--- config.mk ---
export PLATFORM = sky130hd
export DESIGN_NAME = dbg_dpy_mux_scan_flat
export DESIGN_NICKNAME = d
export VERILOG_FILES = /design/src/rtl/dbg_dpy_pkg.sv /design/src/rtl/dbg_dpy_mux_scan_if.sv /design/src/rtl/dbg_dpy_hex7seg.sv /design/src/rtl/dbg_dpy_mux_scan.sv /design/src/flat_wrapper.sv
export SDC_FILE = /design/constraint.sdc
export NUM_CORES = 1
export LEC_CHECK = 0
export CAP_MARGIN = 30
export CORE_UTILIZATION = 50
export DETAILED_ROUTE_END_ITERATION = 10
export PLACE_DENSITY = 0.81
export SYNTH_ARGS = -nofsm -noshare
export SYNTH_HDL_FRONTEND = slang
export SYNTH_HIERARCHICAL = 1
export SYNTH_SLANG_ARGS = --single-unit
--- constraint.sdc ---
create_clock -name clock -period 3.7 [get_ports clock]
set_input_delay 0.74 -clock clock [delete_from_list [all_inputs] [get_ports clock]]
set_output_delay 0.74 -clock clock [all_outputs]
set_load 0.02 [all_outputs]
--- src/rtl/dbg_dpy_pkg.sv ---
// dbg_dpy_pkg: shared constants for the debug seven-segment display driver.
//   SEG_HEX   - nibble -> gfedcba segment pattern (active high)
//   SEG_BLANK - all segments off
//   SEG_A/SEG_G/SEG_DP - bit positions inside the 8-bit segment bus
//   mode_e    - channel-select mode of the display driver
package dbg_dpy_pkg;

    localparam int SEG_A  = 0;
    localparam int SEG_G  = 6;
    localparam int SEG_DP = 7;

    localparam logic [6:0] SEG_BLANK = 7'h00;

    localparam logic [6:0] SEG_HEX [16] = '{
        7'h3F, 7'h06, 7'h5B, 7'h4F, 7'h66, 7'h6D, 7'h7D, 7'h07,
        7'h7F, 7'h6F, 7'h77, 7'h7C, 7'h39, 7'h5E, 7'h79, 7'h71
    };

    typedef enum logic {
        MODE_MANUAL = 1'b0,
        MODE_AUTO   = 1'b1
    } mode_e;

endpackage

--- src/rtl/dbg_dpy_mux_scan_if.sv ---
// dbg_dpy_mux_scan_if: bundle between debug sources and the display driver.
//   ch_data   - packed channel words, channel k at [k*4*DIGIT_CNT +: 4*DIGIT_CNT]
//   dp_mask   - per-digit decimal point enable (live)
//   ch_sel    - manual channel select
//   rotate_en - 1 = auto-rotate channels
//   freeze    - hold snapshot and pause rotation
//   digit     - one-hot digit enable, active high
//   segment   - [6:0] gfedcba, [7] dp, active high
//   cur_ch    - channel latched for display
// master drives the debug words, slave is the display driver.
interface dbg_dpy_mux_scan_if #(
    parameter int DIGIT_CNT   = 8,
    parameter int CH_CNT      = 4,
    parameter int LOG2_CH_CNT = (CH_CNT > 1) ? $clog2(CH_CNT) : 1
);
    logic [CH_CNT*4*DIGIT_CNT-1:0] ch_data;
    logic [DIGIT_CNT-1:0]          dp_mask;
    logic [LOG2_CH_CNT-1:0]        ch_sel;
    logic                          rotate_en;
    logic                          freeze;
    logic [DIGIT_CNT-1:0]          digit;
    logic [7:0]                    segment;
    logic [LOG2_CH_CNT-1:0]        cur_ch;

    modport master (
        output ch_data, dp_mask, ch_sel, rotate_en, freeze,
        input  digit, segment, cur_ch
    );

    modport slave (
        input  ch_data, dp_mask, ch_sel, rotate_en, freeze,
        output digit, segment, cur_ch
    );
endinterface

--- src/rtl/dbg_dpy_hex7seg.sv ---
// dbg_dpy_hex7seg: combinational hex digit decoder.
//   nibble - 4-bit value
//   seg    - gfedcba pattern, active high
module dbg_dpy_hex7seg
    import dbg_dpy_pkg::*;
(
    input  logic [3:0] nibble,
    output logic [6:0] seg
);
    always_comb begin
        seg = SEG_HEX[nibble];
    end
endmodule

--- src/rtl/dbg_dpy_mux_scan.sv ---
// dbg_dpy_mux_scan: multi-channel debug word driver for a multiplexed
// seven-segment display. Selects a channel (manual or timed rotation),
// snapshots it once per frame and scans it out as hex, blanking the first
// BLANK_CYCLES of every digit dwell to suppress ghosting.
//   clock   - system clock
//   reset_n - asynchronous reset, active low
//   dpy     - dbg_dpy_mux_scan_if.slave (channel words, controls, pins)
// Optional: define DBG_DPY_LZ_BLANK_EN to blank leading zero digits
// (digit 0 always shown; dp and digit scanning unaffected).
module dbg_dpy_mux_scan
    import dbg_dpy_pkg::*;
#(
    parameter int DIGIT_CNT     = 8,
    parameter int CH_CNT        = 4,
    parameter int DWELL_CYCLES  = 12500,
    parameter int BLANK_CYCLES  = 16,
    parameter int ROTATE_CYCLES = 200000000,
    parameter int LOG2_CH_CNT   = (CH_CNT > 1) ? $clog2(CH_CNT) : 1
) (
    input logic               clock,
    input logic               reset_n,
    dbg_dpy_mux_scan_if.slave dpy
);
    localparam int WORD_W  = 4 * DIGIT_CNT;
    localparam int DWELL_W = (DWELL_CYCLES > 1) ? $clog2(DWELL_CYCLES) : 1;
    localparam int IDX_W   = (DIGIT_CNT > 1) ? $clog2(DIGIT_CNT) : 1;
    localparam int ROT_W   = (ROTATE_CYCLES > 1) ? $clog2(ROTATE_CYCLES) : 1;

    localparam logic [DWELL_W-1:0]     DWELL_LAST  = DWELL_W'(DWELL_CYCLES - 1);
    localparam logic [DWELL_W-1:0]     BLANK_END   = DWELL_W'(BLANK_CYCLES);
    localparam logic [IDX_W-1:0]       IDX_LAST    = IDX_W'(DIGIT_CNT - 1);
    localparam logic [ROT_W-1:0]       ROT_LAST    = ROT_W'(ROTATE_CYCLES - 1);
    localparam logic [LOG2_CH_CNT-1:0] CH_LAST     = LOG2_CH_CNT'(CH_CNT - 1);

    logic [DWELL_W-1:0]     dwell_q, dwell_d;
    logic [IDX_W-1:0]       idx_q, idx_d;
    logic [ROT_W-1:0]       rot_q, rot_d;
    mode_e                  mode_q, mode_d;
    logic [LOG2_CH_CNT-1:0] active_q, active_d, active_now;
    logic [LOG2_CH_CNT-1:0] cur_ch_q, cur_ch_d;
    logic [WORD_W-1:0]      snap_q, snap_d;
    logic [DIGIT_CNT-1:0]   digit_q, digit_d;
    logic [7:0]             segment_q, segment_d;

    logic       frame_start;
    logic [3:0] nibble;
    logic       dp_bit;
    logic [6:0] hex_seg;
    logic       lz_blank;

    // Dwell / digit-index scan counters.
    always_comb begin
        dwell_d = dwell_q + 1'b1;
        idx_d   = idx_q;
        if (dwell_q == DWELL_LAST) begin
            dwell_d = '0;
            idx_d   = (idx_q == IDX_LAST) ? '0 : idx_q + 1'b1;
        end
    end

    // Channel mode FSM and rotate timer.
    always_comb begin
        mode_d   = dpy.rotate_en ? MODE_AUTO : MODE_MANUAL;
        rot_d    = '0;
        active_d = active_q;
        if (CH_CNT > 1) begin
            if (!dpy.rotate_en) begin
                if (dpy.ch_sel <= CH_LAST) begin
                    active_d = dpy.ch_sel;
                end
            end else if (mode_q == MODE_MANUAL) begin
                // rising edge of rotate_en: timer restarts, channel kept
                rot_d = '0;
            end else if (dpy.freeze) begin
                rot_d = rot_q;
            end else if (rot_q == ROT_LAST) begin
                rot_d    = '0;
                active_d = (active_q == CH_LAST) ? '0 : active_q + 1'b1;
            end else begin
                rot_d = rot_q + 1'b1;
            end
        end
        // Manual select takes effect in the same cycle; auto uses the register.
        active_now = dpy.rotate_en ? active_q : active_d;
    end

    // Frame snapshot: the only point where the displayed word/channel change.
    always_comb begin
        frame_start = (idx_q == '0) && (dwell_q == '0);
        snap_d      = snap_q;
        cur_ch_d    = cur_ch_q;
        if (frame_start && !dpy.freeze) begin
            cur_ch_d = active_now;
            for (int unsigned k = 0; k < CH_CNT; k++) begin
                if (active_now == LOG2_CH_CNT'(k)) begin
                    snap_d = dpy.ch_data[k*WORD_W +: WORD_W];
                end
            end
        end
    end

`ifdef DBG_DPY_LZ_BLANK_EN
    logic [IDX_W-1:0] lz_top;

    always_comb begin
        lz_top = '0;
        for (int unsigned i = 1; i < DIGIT_CNT; i++) begin
            if (snap_q[i*4 +: 4] != 4'h0) begin
                lz_top = IDX_W'(i);
            end
        end
        lz_blank = (idx_q > lz_top);
    end
`else
    always_comb begin
        lz_blank = 1'b0;
    end
`endif

    // Digit mux feeding the single decoder instance.
    always_comb begin
        nibble = 4'h0;
        dp_bit = 1'b0;
        for (int unsigned i = 0; i < DIGIT_CNT; i++) begin
            if (idx_q == IDX_W'(i)) begin
                nibble = snap_q[i*4 +: 4];
                dp_bit = dpy.dp_mask[i];
            end
        end
    end

    dbg_dpy_hex7seg u_hex7seg (
        .nibble (nibble),
        .seg    (hex_seg)
    );

    always_comb begin
        digit_d   = '0;
        segment_d = '0;
        if (dwell_q >= BLANK_END) begin
            for (int unsigned i = 0; i < DIGIT_CNT; i++) begin
                digit_d[i] = (idx_q == IDX_W'(i));
            end
            segment_d[SEG_G:SEG_A] = lz_blank ? SEG_BLANK : hex_seg;
            segment_d[SEG_DP]      = dp_bit;
        end
    end

    always_ff @(posedge clock or negedge reset_n) begin
        if (!reset_n) begin
            dwell_q   <= '0;
            idx_q     <= '0;
            rot_q     <= '0;
            mode_q    <= MODE_MANUAL;
            active_q  <= '0;
            cur_ch_q  <= '0;
            snap_q    <= '0;
            digit_q   <= '0;
            segment_q <= '0;
        end else begin
            dwell_q   <= dwell_d;
            idx_q     <= idx_d;
            rot_q     <= rot_d;
            mode_q    <= mode_d;
            active_q  <= active_d;
            cur_ch_q  <= cur_ch_d;
            snap_q    <= snap_d;
            digit_q   <= digit_d;
            segment_q <= segment_d;
        end
    end

    assign dpy.digit   = digit_q;
    assign dpy.segment = segment_q;
    assign dpy.cur_ch  = cur_ch_q;

endmodule
--- src/flat_wrapper.sv ---
// flat-port wrapper written by rule: the top's interface ports become plain ports
module dbg_dpy_mux_scan_flat import dbg_dpy_pkg::*;
#(
    parameter int DIGIT_CNT     = 8,
    parameter int CH_CNT        = 4,
    parameter int DWELL_CYCLES  = 12500,
    parameter int BLANK_CYCLES  = 16,
    parameter int ROTATE_CYCLES = 200000000,
    parameter int LOG2_CH_CNT   = (CH_CNT > 1) ? $clog2(CH_CNT) : 1
)
  (clock, reset_n, dpy_ch_data, dpy_dp_mask, dpy_ch_sel, dpy_rotate_en, dpy_freeze, dpy_digit, dpy_segment, dpy_cur_ch);
  dbg_dpy_mux_scan_if #(.DIGIT_CNT(DIGIT_CNT), .CH_CNT(CH_CNT), .LOG2_CH_CNT(LOG2_CH_CNT)) dpy_i ();
  input logic clock;
  input logic reset_n;
  input wire logic [$bits(dpy_i.ch_data)-1:0] dpy_ch_data;
  input wire logic [$bits(dpy_i.dp_mask)-1:0] dpy_dp_mask;
  input wire logic [$bits(dpy_i.ch_sel)-1:0] dpy_ch_sel;
  input wire logic [$bits(dpy_i.rotate_en)-1:0] dpy_rotate_en;
  input wire logic [$bits(dpy_i.freeze)-1:0] dpy_freeze;
  output wire logic [$bits(dpy_i.digit)-1:0] dpy_digit;
  output wire logic [$bits(dpy_i.segment)-1:0] dpy_segment;
  output wire logic [$bits(dpy_i.cur_ch)-1:0] dpy_cur_ch;
  assign dpy_i.ch_data = dpy_ch_data;
  assign dpy_i.dp_mask = dpy_dp_mask;
  assign dpy_i.ch_sel = dpy_ch_sel;
  assign dpy_i.rotate_en = dpy_rotate_en;
  assign dpy_i.freeze = dpy_freeze;
  assign dpy_digit = dpy_i.digit;
  assign dpy_segment = dpy_i.segment;
  assign dpy_cur_ch = dpy_i.cur_ch;
  dbg_dpy_mux_scan #(.DIGIT_CNT(DIGIT_CNT), .CH_CNT(CH_CNT), .DWELL_CYCLES(DWELL_CYCLES), .BLANK_CYCLES(BLANK_CYCLES), .ROTATE_CYCLES(ROTATE_CYCLES), .LOG2_CH_CNT(LOG2_CH_CNT)) u_core (.clock(clock), .reset_n(reset_n), .dpy(dpy_i));
endmodule
==> Word level (Yosys, flattened, before mapping) <==
Memories as Yosys holds them, arrays and structs flattened.
Index checks and enable logic that the tools add are counted.
{ "classes": {"n_addsub": 4, "order_cmp": 3, "n_eq_ne": 14, "muxes": 38, "bitwise_logic": 1, "n_reduce_logical": 8} }
{ "op_table": {"columns": ["cell", "n"], "rows": [
  ["2-to-1 mux 32 bit", 4],
  ["2-to-1 mux 28 bit", 4],
  ["2-to-1 mux 4 bit", 8],
  ["adder 28 x 1 -> 28 bit, second input constant", 1],
  ["== test 28 bit, second input constant", 1],
  ["2-to-1 mux 8 bit", 2],
  ["adder 14 x 1 -> 14 bit, second input constant", 1],
  ["== test 14 bit, second input constant", 1],
  [">= comparator 14 x 5 -> 1 bit, second input constant", 1],
  ["logical NOT 14 bit", 1],
  ["2-to-1 mux 14 bit", 1],
  ["2-to-1 mux 2 bit", 7],
  ["2-to-1 mux 7 bit", 2],
  ["== test 3 bit, second input constant", 4],
  ["2-to-1 mux 1 bit", 9],
  ["== test 2 bit, second input constant", 3],
  ["== test 3 x 2 -> 1 bit, second input constant", 2],
  [">= comparator 5 bit, second input constant", 1],
  ["inverter 4 -> 5 bit", 1],
  ["nonzero test 4 bit", 1],
  ["adder 3 x 1 -> 3 bit, second input constant", 1],
  ["== test 3 x 1 -> 1 bit, second input constant", 1],
  ["logical NOT 3 bit", 1],
  ["2-to-1 mux 3 bit", 1],
  ["8 further kinds", 9]
]} }
{ "totals": {"ff_bits": 98, "rom_bits": 112, "inputBits": 142, "out_inout_bits": 18, "wordCells": 78, "memories": 1} }
{ "mem_list": {"columns": ["name", "words", "width", "read_ports", "rd_ports_with_merged_regs", "wr", "line", "source"], "rows": [
  ["(no name shown)", 16, 7, 1, 0, 0, "dbg_dpy_hex7seg.sv:11", "seg = SEG_HEX[nibble];"]
]} }

==> Longest topological paths before layout <==
Gate-level depths: netlist (run 1).
{ "logic_depth": {"depth_word": 14, "depth_mapped": 13} }

==> Cells and area by module <==
Netlist (run 1), hierarchy kept.
{ "by_module_without_submodules": {"columns": ["module", "n_inst", "cells_per_inst", "area_per_inst_um2"], "rows": [
  ["dbg_dpy_mux_scan", 1, 573, 6089.6],
  ["dbg_dpy_hex7seg", 1, 33, 287.8]
]} }

==> Worst setup path before layout (run 1) <==
OpenSTA, ideal clock, no wires.
{ "synth_timing": {"path_kind": "flip-flop to flip-flop", "start": "register u_core.idx_q[2]", "end": "register u_core.segment_q[3], in the netlist u_core/dpy.segment[3]", "setup_time_ps": 122, "t_arrival_ps": 3030, "slack_ps": 548, "path_stages_with_launch": 12, "path_buffers": 2, "period_less_slack_ps": 3152, "path_cell_list": "dfrtp_1 clkbuf_1 inv_1 ha_1 clkbuf_1 nor2_1 nand3_1 a221oi_1 inv_1 ha_1 mux4_1 nor2b_1"} }
{ "synth_via": {"elab_chain_cells": 14, "word_cells_on_any_way": 21} }
{ "synth_rtl": {"columns": ["element", "line", "source"], "rows": [
  ["from (decl)", "dbg_dpy_mux_scan.sv:36", "logic [IDX_W-1:0] idx_q, idx_d;"],
  ["from (signal assigned)", "dbg_dpy_mux_scan.sv:162", "idx_q <= idx_d;"],
  ["logical NOT 3 bit", "dbg_dpy_mux_scan.sv:125", "if (idx_q == IDX_W'(i)) begin"],
  ["2-to-1 mux 4 bit (7 in series)", "dbg_dpy_mux_scan.sv:125", null],
  ["2-to-1 mux 4 bit *", "dbg_dpy_mux_scan.sv:125", null],
  ["named net u_core.nibble[1]", "dbg_dpy_mux_scan.sv:46", "logic [3:0] nibble;"],
  ["inverter 4 -> 5 bit (not written as such) *", "dbg_dpy_hex7seg.sv:11", null],
  ["memory (16 x 7 bit) *", null, null],
  ["2-to-1 mux 7 bit (not written as such) * (2 in series)", "dbg_dpy_hex7seg.sv:11", null],
  ["named net u_core.hex_seg[3]", "dbg_dpy_mux_scan.sv:48", "logic [6:0] hex_seg;"],
  ["2-to-1 mux 8 bit *", "dbg_dpy_mux_scan.sv:140", "if (dwell_q >= BLANK_END) begin"],
  ["named net u_core.segment_d[3]", "dbg_dpy_mux_scan.sv:43", "logic [7:0] segment_q, segment_d;"],
  ["to (signal assigned)", "dbg_dpy_mux_scan.sv:169", "segment_q <= segment_d;"],
  ["to (decl)", "dbg_dpy_mux_scan.sv:43", null]
]} }
The timed path passes the listed nets; every way through them passes the cells marked *. The select of a mux whose other input is x is not followed.
A chain may end at the register's enable or synchronous reset.

==> Final worst setup path (run 1) <==
{ "layout_timing": {"start": "register u_core.idx_q[0]", "end": "register u_core.segment_q[3], in the netlist u_core/dpy.segment[3]"} }
The elaborated chain is that of the path after synthesis.

==> summary.md, run 1 <==
| Metric | Value |
|---|---|
| Status | finished clean |
| Fin. max-slew vios | 0 |
| Initial antenna violation count | 0 |
| Final worst-path cycle share | 0.8934 |
| Post-synthesis simple-gate area fraction | 0.1742 |
| Crit path arrival time | 3.53 ns |
| Layout cell share with drive strength beyond 1 | 0.1051 |
| Pwr per Cell Area | 303.4 nW/um2 |
| Dominant synthesized flop cell | dfrtp_1 |
| Post-synth top area cell | dfrtp_1 |
| Ys async rst share | 1.000 |
| # clock sinks | 98 |
| PortBufs | 159 |
| R2R Setup Slk | 0.39 ns |
| CTS Buf Count | 9 |
| Count of TritonRoute iterations in the first routing pass | 5 |
| Area Growth Syn to Fin | 32.00% |
| Hold Buf Count CTS | 0 |
| Setup TNS | 0 ns |
| Area contributors post-synth | dfrtp_1, mux2i_1, mux2_4 |
| Cell variety after synth | 57 |
| Routed WL | 15350 um |
| Synth Area in XOR/XNOR | 0.02472 |
| Clk pin slew, worst setup/hold paths | 0.06 ns |
| Synth Area in Compound Gates | 0.09143 |
| DR WL/cell | 16.52 um |
| Pin count of the biggest net entering global routing | 71 |
| First DRT Iteration DRCs | 534 |
| Via density | 5.730 |
| Setup skew after layout | 0.008167 ns |
| GRT overflow | 0 |
| Maximum VDD drop | 190.2 uV |
| Tmin final | 3.306 ns |
| DIE WIDTH | 114.9 um |
| WHS | 0.4839 ns |
| Via count | 5323 |
| DR DRC count | 0 |
| FF-to-FF Start | u_core/idx_q[0] |
| Hold WC Path Type | flip-flop to flip-flop |
| Remaining antenna violation count after routing | 0 |
| Layout Nets | 916 |
| Number of flops mapped to enable cells by yosys | 0 |
| Post-synth top cells | mux2i_1, dfrtp_1, a21oi_1 |
| Ant diodes | 0 |
| Initial core utilization | 0.5222 |
| Adder-cell area share of the yosys netlist | 0.03335 |
| Full die area | 13210 um2 |
| Critical path launch point | u_core/idx_q[0] |
| Startpoint types | flip-flop |
| WS Path Type | flip-flop to flip-flop |
| Final hold vios | 0 |
| CP endpoint kind | flip-flop |
| Root Buffer | clkbuf_16 |
| Cell Area, Synth | 6377 um2 |
| CP Data Required Time | 3.92 ns |
| First-pass GRT wire length | 24990 um |
| Max Cap Viol | 0 |
| Slew HR | 0.3591 |
| CTS tree | yes |
| RSZ-0062 raised after global routing | false |
| Count leader, synth | mux2i_1 |
| Hold Startpoint | u_core/dwell_q[0] |
| Row count | 40 |
| IO Count | 160 |
| Post-CTS Resized | 0 |
| Die Y | 114.9 um |
| P_leak | 3.558 nW |
| Max Fclk | 302.5 MHz |
| Main combinational cell family by area after synthesis | multiplexers |
| Post-synthesis sequential area ratio | 0.3845 |
| GPL Wtd Cong | 0.9305 |
| Slew @ Worst Pin | 0.9590 ns |
| DP Wirelength | 11980 um |
| Vias in the first global route | 5427 |
| Endpoints failing setup | 0 |
| Clk buf depth | 2 |
| Clock Latency Late Sink | 0.34 ns |
| Post-Synthesis Cells | 606 |
| Core Area | 12210 um2 |
| Total GRT Usage | 0.2388 |
| Post-synthesis mux area share | 0.2445 |
| Avg Cell Area, Syn | 10.52 um2 |
| Post-synth top area share | 0.3845 |
| Syn Nets | 765 |
| #FFs+latches synth | 98 |
| Design Power | 2.554 mW |
| H-tree Lvls | 3 |
| Postcts setup bufs | 0 |
| Syn. warnings | 6 |
| Worst-path maximum fanout | 14 |
cells in the final DEF, fill, tap and decap left out, drive strengths merged, types with 5 or more instances in the layout:
cell type        n
clkbuf          10
or4             18
o21ai            8
mux2i          104
ha              17
a221oi           5
o31ai           16
xnor2           10
nand2b           7
nand3b           6
and4             6
and2             7
buf             21
nor3            16
inv             21
a221o            5
nand3           25
nor4             5
xor2             8
nand2           20
mux2            35
nor2b           12
nor2            22
nand4           15
a21oi           43
dfrtp           98
and3             6
clkdlybuf4s50  158
worst paths after layout:
check	endpoint	cells past startpoint
worst min-delay path	u_core/dwell_q[0]	1
worst min register to register	u_core/dwell_q[0]	1
worst max register to register	u_core/dpy.segment[3]	10
max in group asynchronous	u_core/snap_q[6]	2
min in group asynchronous	u_core/rot_q[10]	1
worst max-delay path	u_core/dpy.segment[3]	10
cells by family after synthesis:
family	Yosys count
AND/OR/NAND/NOR	185
multiplexers	140
XOR/XNOR	18
buffers and inverters	59
adder cells (fa/ha/maj)	17
AO/OA/AOI/OAI	89
flip-flops	98
final cells by class:
class,count,area (um2)
fillers,925,3794
flip-flops and latches,98,2452
multi-input cells,449,3656
repair buffers,179,1764
clock inverters,5,31.28
well taps,168,210.2
inverters,20,75.07
clock buffers,10,229.0
layer usage:
metal  track usage  routed length [um]
met4       0.08831                 293
met1        0.2911                6447
met3       0.02794                 757
met5             0                   0
met2        0.4329                7848
stage by stage:
stage          instances  setup slack [ns]  utilization  instance area (um2)
2_1_floorplan        606            0.5483            -                 6377
3_3_place_gp         913            0.4126       0.6669                 8144
3_5_place_dp         914            0.2435       0.6675                 8152
4_1_cts              929            0.2341       0.6888                 8412
5_1_grt              929            0.1537       0.6893                 8418
6_report             929            0.3945       0.6893                 8418
state kept, by name (all words and copies together) (netlist names), named ones only:
signal,cells
u_core/snap_q,32
u_core/rot_q,28
u_core/dwell_q,14
u_core/dpy.digit,8
u_core/dpy.segment,8
u_core/idx_q,3
u_core/dpy.cur_ch,2
u_core/mode_q,1
where the power goes:
group          switching [mW]  leakage [nW]  total (mW)  internal [mW]
Combinational           0.219          2.16       0.557          0.338
Sequential             0.0356          1.27        1.16           1.12
Clock                   0.390         0.128       0.841          0.451
Total                   0.645          3.56        2.55           1.91
worst max-delay path, stage by stage, from the launching register on:
cell      delay, ns
dfrtp_1        0.41
inv_1          0.11
ha_1           0.38
nor2b_1        0.36
a221o_1        0.20
nand3_1        0.10
a221oi_2       0.45
inv_1          0.19
ha_1           0.35
mux4_1         0.49
nor2b_1        0.14
No activity file was read; power rests on OpenSTA's default activity.
==> run 2, diff against run 1 <==
--- a/config.mk
+++ b/config.mk
@@ -5,11 +5,10 @@
 export SDC_FILE = /design/constraint.sdc
 export NUM_CORES = 1
 export LEC_CHECK = 0
-export CAP_MARGIN = 30
-export CORE_UTILIZATION = 50
+export CAP_MARGIN = 5
+export CORE_UTILIZATION = 49
 export DETAILED_ROUTE_END_ITERATION = 10
 export PLACE_DENSITY = 0.81
 export SYNTH_ARGS = -nofsm -noshare
 export SYNTH_HDL_FRONTEND = slang
-export SYNTH_HIERARCHICAL = 1
 export SYNTH_SLANG_ARGS = --single-unit
==> summary.md, run 2 <==
| Metric | Value |
|---|---|
| Status | finished clean (unchanged) |
| DR WL/cell | 18.55 um (was 16.52 um) |
| Worst-path maximum fanout | 21 (was 14) |
| CP endpoint kind | flip-flop (unchanged) |
| Area Growth Syn to Fin | 34.70% (was 32.00%) |
| Design Power | 2.618 mW (was 2.554 mW) |
| Dominant synthesized flop cell | dfrtp_1 (unchanged) |
| Clk buf depth | 2 (unchanged) |
| Area contributors post-synth | dfrtp_1, mux4_2, mux2_2 (was dfrtp_1, mux2i_1, mux2_4) |
| Post-synth top area share | 0.4237 (was 0.3845) |
| Initial antenna violation count | 0 (unchanged) |
| Final hold vios | 0 (unchanged) |
| Post-synth top area cell | dfrtp_1 (unchanged) |
| Tmin final | 3.109 ns (was 3.306 ns) |
| Post-CTS Resized | 0 (unchanged) |
| Layout cell share with drive strength beyond 1 | 0.1431 (was 0.1051) |
| CTS Buf Count | 9 (unchanged) |
| Cell Area, Synth | 5788 um2 (was 6377 um2) |
| Maximum VDD drop | 234.3 uV (was 190.2 uV) |
| R2R Setup Slk | 0.59 ns (was 0.39 ns) |
| Max reg flops | 32 (unchanged) |
| CP Data Required Time | 3.95 ns (was 3.92 ns) |
| GRT overflow | 0 (unchanged) |
| FF-to-FF Start | u_core.idx_q[0] (was u_core/idx_q[0]) |
| Fin. max-slew vios | 0 (unchanged) |
| Post-synth top cells | dfrtp_1, nor2_1, nand2_1 (was mux2i_1, dfrtp_1, a21oi_1) |
| Syn Nets | 689 (was 765) |
| # clock sinks | 98 (unchanged) |
| Vias in the first global route | 4944 (was 5427) |
| IO Count | 160 (unchanged) |
| Number of flops mapped to enable cells by yosys | 0 (unchanged) |
| WS Path Type | flip-flop to flip-flop (unchanged) |
| Core Area | 11470 um2 (was 12210 um2) |
| Post-Synthesis Cells | 531 (was 606) |
| CTS tree | yes (unchanged) |
| Layout Nets | 838 (was 916) |
| Row count | 39 (was 40) |
| Ys async rst share | 1.000 (unchanged) |
| First DRT Iteration DRCs | 323 (was 534) |
| Register with the most flip-flops | u_core.snap_q (was u_core/snap_q) |
| Slew @ Worst Pin | 0.8686 ns (was 0.9590 ns) |
| Die Y | 110.7 um (was 114.9 um) |
| PortBufs | 159 (unchanged) |
| Endpoints failing setup | 0 (unchanged) |
| Slew HR | 0.4188 (was 0.3591) |
| Most frequent cells in the layout | clkdlybuf4s50_1, dfrtp_1, nor2_1 (was clkdlybuf4s50_1, mux2i_1, dfrtp_1) |
| GPL Wtd Cong | 0.8731 (was 0.9305) |
| RSZ-0062 raised after global routing | false (unchanged) |
| Startpoint types | flip-flop (unchanged) |
| #FFs+latches synth | 98 (unchanged) |
| Post-synthesis sequential area ratio | 0.4237 (was 0.3845) |
| Final worst-path cycle share | 0.8403 (was 0.8934) |
| P_leak | 3.197 nW (was 3.558 nW) |
| Max Fclk | 321.6 MHz (was 302.5 MHz) |
| Hold Buf Count CTS | 0 (unchanged) |
| Syn. warnings | 0 (was 6) |
| Pwr per Cell Area | 335.7 nW/um2 (was 303.4 nW/um2) |
| Commonest non-fill, non-tap cell in the layout | clkdlybuf4s50_1 (unchanged) |
| Initial core utilization | 0.5047 (was 0.5222) |
| Reg2reg end | u_core.dpy.segment[6] (was u_core/dpy.segment[3]) |
| Count of TritonRoute iterations in the first routing pass | 5 (unchanged) |
| First-pass GRT wire length | 25070 um (was 24990 um) |
| H-tree Lvls | 3 (unchanged) |
| Remaining antenna violation count after routing | 0 (unchanged) |
| Setup TNS | 0 ns (unchanged) |
| Reg2reg path depth | 10 (unchanged) |
| Clk pin slew, worst setup/hold paths | 0.07 ns (was 0.06 ns) |
| Cell variety after synth | 56 (was 57) |
| Leading registers by flop count | u_core.snap_q x32, u_core.rot_q x28, u_core.dwell_q x14 (was u_core/snap_q x32, u_core/rot_q x28, u_core/dwell_q x14) |
| Via count | 4886 (was 5323) |
| WHS | 0.3678 ns (was 0.4839 ns) |
| Root Buffer | clkbuf_16 (unchanged) |
| DP Wirelength | 11410 um (was 11980 um) |
| Clock Latency Late Sink | 0.35 ns (was 0.34 ns) |
| Total GRT Usage | 0.2619 (was 0.2388) |
| Full die area | 12250 um2 (was 13210 um2) |
| DR DRC count | 0 (unchanged) |
| Count leader, synth | dfrtp_1 (was mux2i_1) |
| Routed WL | 15360 um (was 15350 um) |
| Max Cap Viol | 0 (unchanged) |
| Ant diodes | 0 (unchanged) |
| Fillers | 816 (was 925) |
| Hold WC Path Type | primary input to async pin (was flip-flop to flip-flop) |
| Avg Cell Area, Syn | 10.90 um2 (was 10.52 um2) |
| Crit path arrival time | 3.36 ns (was 3.53 ns) |
| Setup skew after layout | 0.006143 ns (was 0.008167 ns) |
| Postcts setup bufs | 0 (unchanged) |
| Pin count of the biggest net entering global routing | 42 (was 71) |
| DIE WIDTH | 110.7 um (was 114.9 um) |
| Via density | 5.901 (was 5.730) |
-- run 2: changes by cell type after synthesis, moves of 8 or more --
cell      previous run  this run
xor2_1               8        22
clkbuf_1            19        11
nor2b_1             12         3
o31ai_1             16         2
nor2_1              22        52
mux2i_1            104         6
mux2_4              26         0
a21oi_1             43        19
o21ai_0              8        22
mux2_2               7        29
or4_1               17         4
mux4_2               0        32
nand2_1             20        41
-- run 2: stage by stage --
step,std cells,utilization,worst slack (ns),cell area (um2)
5_1_grt,828,0.6799,0.3815,7796
6_report,828,0.6799,0.5908,7796
3_3_place_gp,812,0.6531,0.7269,7490
3_5_place_dp,812,0.6531,0.6934,7490
4_1_cts,828,0.6799,0.6581,7796
2_1_floorplan,531,-,1.045,5788
-- run 2: worst max-delay path by stage --
stage	from	end	slack, ns	cells after the start
final	u_core.idx_q[0]	u_core.dpy.segment[6]	0.59	10
after global routing	u_core.idx_q[1]	u_core.dpy.segment[0]	0.38	10
after CTS	u_core.idx_q[1]	u_core.dpy.segment[0]	0.66	10
after detailed placement	dpy_rotate_en	u_core.snap_q[14]	0.69	5
after global placement	dpy_rotate_en	u_core.snap_q[18]	0.73	5
after floorplan	u_core.idx_q[0]	u_core.dpy.segment[0]	1.04	13
-- run 2: report_power, final --
group	internal, mW	total [mW]	switching (mW)	leakage (nW)
clock	0.560	0.963	0.403	0.145
sequential	1.12	1.15	0.0310	1.27
combinational	0.307	0.502	0.196	1.78
total	1.99	2.62	0.630	3.20
-- run 2: final cells by class --
type,instances,area (um2),area share
Timing Repair Buffer,169,1677,0.2151
Multi-Input combinational cell,386,3122,0.4004
Clock buffer,12,256.5,0.03290
Inverter,16,60.06,0.007703
Sequential cell,98,2452,0.3146
Tap cell,143,178.9,0.02295
Clock inverter,4,50.05,0.006420
-- run 2: worst max-delay path, stage by stage (launching register included) --
cell and delay (ns):
dfrtp_1 0.41, inv_1 0.13, ha_1 0.64, a21oi_1 0.14
a211o_1 0.32, o211ai_1 0.09, and2_1 0.29, inv_1 0.16
ha_1 0.25, mux2_2 0.28, a221oi_2 0.30
-- run 2: routing by layer --
layer	global-route usage	up-vias	share of wire
met2	0.4253	201	0.49
met1	0.3500	2408	0.42
met3	0.05631	17	0.067
met4	0.08800	0	0.015
met5	0	-	0
li1	-	2260	-
-- run 2: cell families (layout without fill, tap and decap cells) --
| family | Yosys count | count (layout) | share of synthesized area |
|---|---|---|---|
| XOR/XNOR | 30 | 30 | 0.04540 |
| buffers and inverters | 47 | 201 | 0.04215 |
| flip-flops | 98 | 98 | 0.4237 |
| adder cells (fa/ha/maj) | 16 | 16 | 0.03459 |
| AND/OR/NAND/NOR | 195 | 195 | 0.1697 |
| AO/OA/AOI/OAI | 78 | 78 | 0.09317 |
| multiplexers | 67 | 67 | 0.1913 |
